`src/rtl/pie_pkg.sv`:
```
// pie_pkg: shared definitions for the PIE (pulse-interval encoding) encoder.
//   - pie_state_t : frame sequencer states
//   - *_DEF       : default symbol timing (in clocks) and field widths
//   - max3        : helper used to size the symbol counter
package pie_pkg;

    typedef enum logic [2:0] {
        IDLE,
        DELIM,
        DATA0,
        RTCAL,
        TRCAL,
        BITS,
        END
    } pie_state_t;

    localparam int TARI_DEF    = 25;
    localparam int DATA1_DEF   = 44;
    localparam int PW_DEF      = 12;
    localparam int DELIM_DEF   = 25;
    localparam int LEN_W_DEF   = 8;
    localparam int TRCAL_W_DEF = 9;

    function automatic int max3(input int a, input int b, input int c);
        int m;
        m = (a > b) ? a : b;
        return (m > c) ? m : c;
    endfunction

endpackage

```
`src/rtl/pie_symbol_timer.sv`:
```
// pie_symbol_timer: times one symbol of len clocks. The envelope is high for
// len-PW_CYCLES clocks and low for the final PW_CYCLES clocks.
//   clk, rst : clock, asynchronous active-low reset
//   en       : counter advances while a frame is active
//   go       : first clock of a new symbol; len is taken from the port this cycle
//   len      : symbol length in clocks (must exceed PW_CYCLES)
//   level    : envelope level for the current clock
//   sym_end  : last clock of the current symbol
module pie_symbol_timer
    import pie_pkg::*;
#(
    parameter int CNT_W     = 9,
    parameter int PW_CYCLES = PW_DEF
) (
    input  logic             clk,
    input  logic             rst,
    input  logic             en,
    input  logic             go,
    input  logic [CNT_W-1:0] len,
    output logic             level,
    output logic             sym_end
);

    logic [CNT_W-1:0] cnt, len_r;
    logic [CNT_W-1:0] c, l;
    logic [CNT_W:0]   c_pw;

    // On go the symbol starts at position 0 with the new length, so the
    // first clock's level/end are valid without a preload cycle. This lets a
    // data bit's length be chosen in the same clock its bit is consumed.
    always_comb begin
        c = go ? '0  : cnt;
        l = go ? len : len_r;
    end

    assign c_pw    = {1'b0, c} + (CNT_W+1)'(PW_CYCLES);
    assign level   = c_pw < {1'b0, l};
    assign sym_end = (c == l - CNT_W'(1));

    always_ff @(posedge clk or negedge rst) begin
        if (!rst) begin
            cnt   <= '0;
            len_r <= '0;
        end else if (en) begin
            cnt   <= c + CNT_W'(1);
            len_r <= l;
        end
    end

endmodule

```
`src/rtl/pie_encoder.sv`:
```
// pie_encoder: reader-to-tag PIE frame generator.
// Frame: delimiter (low), data-0, RTcal, optional TRcal, then cmd_len data
// symbols fetched MSB first from a valid/ready bit stream.
//   clk, rst      : clock, asynchronous active-low reset
//   start         : one-cycle frame request (ignored unless idle)
//   preamble      : 1 = include TRcal; sampled with start
//   cmd_len       : number of command bits; sampled with start
//   trcal_cycles  : TRcal length in clocks; sampled with start
//   in_dat/in_vld : command bit stream; in_rdy marks the fetch clock
//   out_dat       : carrier envelope (1 = carrier on)
//   busy          : frame in progress
//   done, err     : end-of-frame pulse; err = aborted on bit underrun
module pie_encoder
    import pie_pkg::*;
#(
    parameter int TARI_CYCLES  = TARI_DEF,
    parameter int DATA1_CYCLES = DATA1_DEF,
    parameter int PW_CYCLES    = PW_DEF,
    parameter int DELIM_CYCLES = DELIM_DEF,
    parameter int LEN_WIDTH    = LEN_W_DEF,
    parameter int TRCAL_WIDTH  = TRCAL_W_DEF
) (
    input  logic                   clk,
    input  logic                   rst,
    input  logic                   start,
    input  logic                   preamble,
    input  logic [LEN_WIDTH-1:0]   cmd_len,
    input  logic [TRCAL_WIDTH-1:0] trcal_cycles,
    input  logic                   in_dat,
    input  logic                   in_vld,
    output logic                   in_rdy,
    output logic                   out_dat,
    output logic                   busy,
    output logic                   done,
    output logic                   err
);

    localparam int SYM_MAX = max3(DELIM_CYCLES, TARI_CYCLES + DATA1_CYCLES,
                                  2**TRCAL_WIDTH - 1);
    localparam int CNT_W   = $clog2(SYM_MAX + 1);

    pie_state_t             state, state_nxt;
    logic                   preamble_r;
    logic [TRCAL_WIDTH-1:0] trcal_r;
    logic [LEN_WIDTH-1:0]   bit_cnt;
    logic                   err_r, err_nxt;
    logic                   sym_first, first_nxt;
    logic [CNT_W-1:0]       sym_len;
    logic                   level, sym_end;
    logic                   consume;

    pie_symbol_timer #(
        .CNT_W     (CNT_W),
        .PW_CYCLES (PW_CYCLES)
    ) u_timer (
        .clk     (clk),
        .rst     (rst),
        .en      (state != IDLE),
        .go      (sym_first),
        .len     (sym_len),
        .level   (level),
        .sym_end (sym_end)
    );

    assign in_rdy  = (state == BITS) && sym_first;
    assign consume = in_rdy && in_vld;
    assign busy    = (state != IDLE);
    assign done    = (state == END);
    assign err     = (state == END) && err_r;

    // The bit length is picked from in_dat in the fetch clock; on an
    // underrun the length is irrelevant since the frame ends next clock.
    always_comb begin
        sym_len = CNT_W'(TARI_CYCLES);
        case (state)
            DELIM:   sym_len = CNT_W'(DELIM_CYCLES);
            RTCAL:   sym_len = CNT_W'(TARI_CYCLES + DATA1_CYCLES);
            TRCAL:   sym_len = CNT_W'(trcal_r);
            BITS:    sym_len = in_dat ? CNT_W'(DATA1_CYCLES) : CNT_W'(TARI_CYCLES);
            default: ;
        endcase
    end

    always_comb begin
        out_dat = 1'b1;
        case (state)
            DELIM:                     out_dat = 1'b0;
            DATA0, RTCAL, TRCAL, BITS: out_dat = level;
            default: ;
        endcase
    end

    always_comb begin
        state_nxt = state;
        err_nxt   = err_r;
        case (state)
            IDLE: if (start) begin
                state_nxt = DELIM;
                err_nxt   = 1'b0;
            end
            DELIM: if (sym_end) state_nxt = DATA0;
            DATA0: if (sym_end) state_nxt = RTCAL;
            RTCAL: if (sym_end) begin
                if (preamble_r)         state_nxt = TRCAL;
                else if (bit_cnt == '0) state_nxt = END;
                else                    state_nxt = BITS;
            end
            TRCAL: if (sym_end) state_nxt = (bit_cnt == '0) ? END : BITS;
            BITS: begin
                if (in_rdy && !in_vld) begin
                    state_nxt = END;
                    err_nxt   = 1'b1;
                end else if (sym_end && bit_cnt == '0) begin
                    state_nxt = END;
                end
            end
            END:     state_nxt = IDLE;
            default: state_nxt = IDLE;
        endcase
        // A new symbol starts whenever we enter a timed state or a symbol
        // ends and the state repeats (next data bit).
        first_nxt = (state_nxt inside {DELIM, DATA0, RTCAL, TRCAL, BITS}) &&
                    ((state_nxt != state) || sym_end);
    end

    always_ff @(posedge clk or negedge rst) begin
        if (!rst) begin
            state      <= IDLE;
            preamble_r <= 1'b0;
            trcal_r    <= '0;
            bit_cnt    <= '0;
            err_r      <= 1'b0;
            sym_first  <= 1'b0;
        end else begin
            state     <= state_nxt;
            err_r     <= err_nxt;
            sym_first <= first_nxt;
            if (state == IDLE && start) begin
                preamble_r <= preamble;
                trcal_r    <= trcal_cycles;
                bit_cnt    <= cmd_len;
            end else if (consume && bit_cnt != '0) begin
                bit_cnt <= bit_cnt - LEN_WIDTH'(1);
            end
        end
    end

endmodule

```
`config.mk`:
```
export PLATFORM = sky130hd
export DESIGN_NAME = pie_encoder
export DESIGN_NICKNAME = d
export VERILOG_FILES = /design/src/rtl/pie_pkg.sv /design/src/rtl/pie_symbol_timer.sv /design/src/rtl/pie_encoder.sv
export SDC_FILE = /design/constraint.sdc
export NUM_CORES = 1
export LEC_CHECK = 0
export ABC_AREA = 1
export CAP_MARGIN = 40
export CORE_MARGIN = 2
export CORE_UTILIZATION = 53
export DETAILED_ROUTE_END_ITERATION = 7
export PLACE_DENSITY = 0.84
export SLEW_MARGIN = 10
export SYNTH_ARGS = -nofsm -noshare
export SYNTH_HDL_FRONTEND = slang
export SYNTH_HIERARCHICAL = 1
export SYNTH_SLANG_ARGS = --single-unit
```
`constraint.sdc`:
```
create_clock -name clk -period 2.65 [get_ports clk]
set_input_delay 0.3975 -clock clk [delete_from_list [all_inputs] [get_ports clk]]
set_output_delay 0.3975 -clock clk [all_outputs]
set_load 0.01 [all_outputs]
```
==> metrics.txt <==
outcome complete, but fails checks; violated checks negative setup slack; Worst slew margin between 50 and 60%; GR Layer Usage met2 56.00%; kind of cell adding the most delay to the critical path compound AO/OA/AOI/OAI gates; vias 3,493; peak supply drop between 0.9 and 1 mV; Antenna Cells 0; RSZ-0062 raised after global routing yes; Clock H-tree levels 2; die area around 6400 µm²; GRT met3 Usage 3.959%; gr usage total 30.64%; Vias/cell 5.571; antenna viol nets, final 0; die height 80.01 µm; leak pwr about 2.1 nW; dominant synthesized flop cell dfrtp_1; sequential cell area fraction in the yosys report 33.51%; Setup crit end kind output port; wire per inst around 15 µm; slew at the pin closest to its max-slew limit 0.7023 ns; Place WS -0.8260 ns; Final Setup Violations 5; pwr dens 1153 nW/µm²; Worst Path Max Fanout 4; area share of fa/ha/maj cells after synthesis ~5.3%; CTS tree yes; r2r startpoint state[1]$_DFF_PN0_; worst endpoint required time between 2 and 2.5 ns; RePlAce Congestion just under 1; Max-cap violations 0; worst hold path startpoint u_timer/len_r[0]$_DFFE_PN0P_; largest buffer count on any clock path 2; R2R cell count 27; clock-pin slew on the worst setup and hold paths about 0.08 ns; I/O Pins 28; simple-gate share of the synthesized area 37.76%; grt peak-use layer met2; Layout area overhead 40.62%; Iter 0 DRT Violations 255; max incr delay on CP roughly 0.42 ns; HP Class flop to flop; Global Route met1 Usage 36.28%; TritonCTS Sinks 41; CP Launch Type flop; CP bufs+invs 4; synthesized area per cell about 6.6 µm²; Synth Net Count 501; Synth Area in XOR/XNOR 3.147%; vias in the first global route 3,360; largest net degree at the start of global routing 31; Setup TNS -1.888 ns; clock root cell clkbuf_8; Yosys cell types 28; layout net count 590; flops & latches, synth between 40 and 50; Slowest-stage cell, CP dfrtp_1; clock skew 0.004596 ns; fin crit period 3.187 ns; Worst Hold End u_timer/len_r[0]$_DFFE_PN0P_; Worst EP arrival roughly 2.8 ns; Compound-Gate Fraction of Synth Area 9.726%; Slew Viols, Final 0; Clock Latency Late Sink ~0.30 ns; R2R setup slack -0.53 ns; Initial Util 55.26%; fraction of synthesized area in multiplexers 0%; port buffer count 27; fin crit share 120.3%; Crit Reg-Reg Endpoint sym_first$_DFF_PN0_; Netlist Area Pre-Place between 3000 and 4000 µm²; post-layout util 77.71%; CTS Buf Count 5; GR Overflow Total 0; placed wire-length estimate roughly 6.2 mm; routed wire length 9.647 mm; Final Hold Viols 0; core area 5540 µm²; f_max about 310 MHz; Hold Path Stages 2; Post-synth EDFFs 0; Rows 27; critical-path cell list inv_2 -> nand3_4 -> buf_6 -> o211ai_1 -> inv_1 -> nand2_1 -> nand2_2 -> ha_4 -> nand2_2 -> o21ai_2 -> nand4_1 -> nand3_2 -> nor2_2 -> a31oi_1 -> a31oi_1 -> buf_2; initial antenna violation count 0; synth warn 6; DRC violations left 0; Initial DRT Pass Iterations 5; Synth Instances approximately 470; final setup margin -0.5369 ns; WS Path Type flop to output port; Horiz. Die Dim between 80 and 90 µm; first-pass GRT wire length 15.37 mm; layout cells sized above 1 27.03%; main combinational cell family by area after synthesis simple AND/OR/NAND/NOR gates; Inst Count DP 602; Final Non-Filler Cells 627; Synth async-reset ratio 100.0%
[routing by layer]
metal | wire length [µm] | vias to the layer above | part of all wire, %
li1 | - | 1661 | -
met1 | 3829 | 1623 | 40
met2 | 4936 | 168 | 51
met3 | 543 | 41 | 5.6
met4 | 337 | 0 | 3.5
met5 | 0 | - | 0
[stage by stage]
step	hold WS (ns)	instance area, µm²	power (mW)
after global routing	0.5189	4305	5.339
after floorplan	0.1019	3104	2.725
final	0.4972	4305	4.962
after global placement	0.4653	3745	3.528
after CTS	0.4909	4202	4.666
after detailed placement	0.3087	3765	3.625
[worst min-delay path, cell delays in order, from the launching register on]
cell,delay (ns)
dfrtp_1,0.35
nand2_1,0.05
o21ai_0,0.07
[cell families (layout without fill, tap and decap cells)]
kind of cell | count (synthesis) | in the layout
DFF | 41 | 41
and+or+nand+nor | 267 | 267
adders and majority gates | 13 | 13
xor gates and xnor gates | 11 | 11
AOI/OAI and AO/OA | 57 | 57
buffers and inverters | 76 | 166
[layout make-up]
type                            instances  area (µm²)
Tap cell                               72       90.09
Clock buffer                            5       68.82
Timing Repair Buffer                   94       834.6
Clock inverter                          3       65.06
Inverter                               64       242.7
Sequential cell                        41        1027
Multi-Input combinational cell        348        1977
Fill cell                             420        1235
[power breakdown]
part           internal (mW)  leakage, nW  switching [mW]  total [mW]
sequential             0.867        0.516           0.187        1.05
combinational           1.38         1.55            1.91        3.30
clock                  0.375       0.0681           0.238       0.612
total                   2.63         2.13            2.34        4.96
[cell usage after synthesis (2+ instances only)]
cell        n  area share [%]
nand4_1     6             1.2
o21ai_1     4            0.65
nand3_2     5             1.6
nand3_1    35             5.7
inv_1      59             7.2
buf_2       3            0.49
o21ai_0    32             5.2
buf_6       3             1.1
dfrtp_1    41              34
nand2_2     5             1.0
a21oi_1    12             2.0
nand3b_1    2            0.49
nor2_1     43             5.3
nor2_2      4            0.82
ha_1       13             5.3
buf_4       3            0.74
nor3_1      4            0.65
nand2_1   157              19
a31oi_1     8             1.6
xnor2_1     5             1.4
inv_2       5            0.61
nor4_1      3            0.61
clkbuf_1    3            0.37
xor2_1      6             1.7
[flip-flops by register name, summed over array words and instances (netlist names)]
name / count
state: 3
trcal_r: 9
err_r: 1
sym_first: 1
u_timer/len_r: 9
bit_cnt: 8
preamble_r: 1
u_timer/cnt: 9
[how the worst max path moves through the flow]
| stage | start | endpoint | slack, ns | depth (start not counted) |
|---|---|---|---|---|
| 6_report | state[1]$_DFF_PN0_ | out_dat | -0.54 | 16 |
| 5_1_grt | state[1]$_DFF_PN0_ | sym_first$_DFF_PN0_ | -0.70 | 27 |
| 4_1_cts | sym_first$_DFF_PN0_ | out_dat | -0.38 | 16 |
| 3_5_place_dp | in_dat | out_dat | -0.83 | 15 |
| 3_3_place_gp | in_dat | out_dat | -0.80 | 15 |
| 2_1_floorplan | state[1]$_DFF_PN0_ | sym_first$_DFF_PN0_ | -0.09 | 26 |
[repair_timing]
action,4_1_cts,5_1_grt
hold buffers,1,0
setup buffers,11,4
setup endpoints to repair,5,5
pin swaps,33,23
resized for setup,49,20
endpoints found under the hold margin,11,0
cloned,1,0
[cells in the final DEF, fill, tap and decap left out, types with 6 or more instances in the layout]
cell	count
inv_1	50
nand4_1	6
nand3_2	8
clkdlybuf4s50_1	25
inv_2	13
nand2_1	145
nand3_1	29
o21ai_0	26
dfrtp_1	40
nor2_1	36
nor2_2	7
buf_4	58
a21oi_1	7
xor2_1	6
nand2_2	15
ha_4	6
ha_1	7
a31oi_1	8
(Power assumes the default switching activity.)
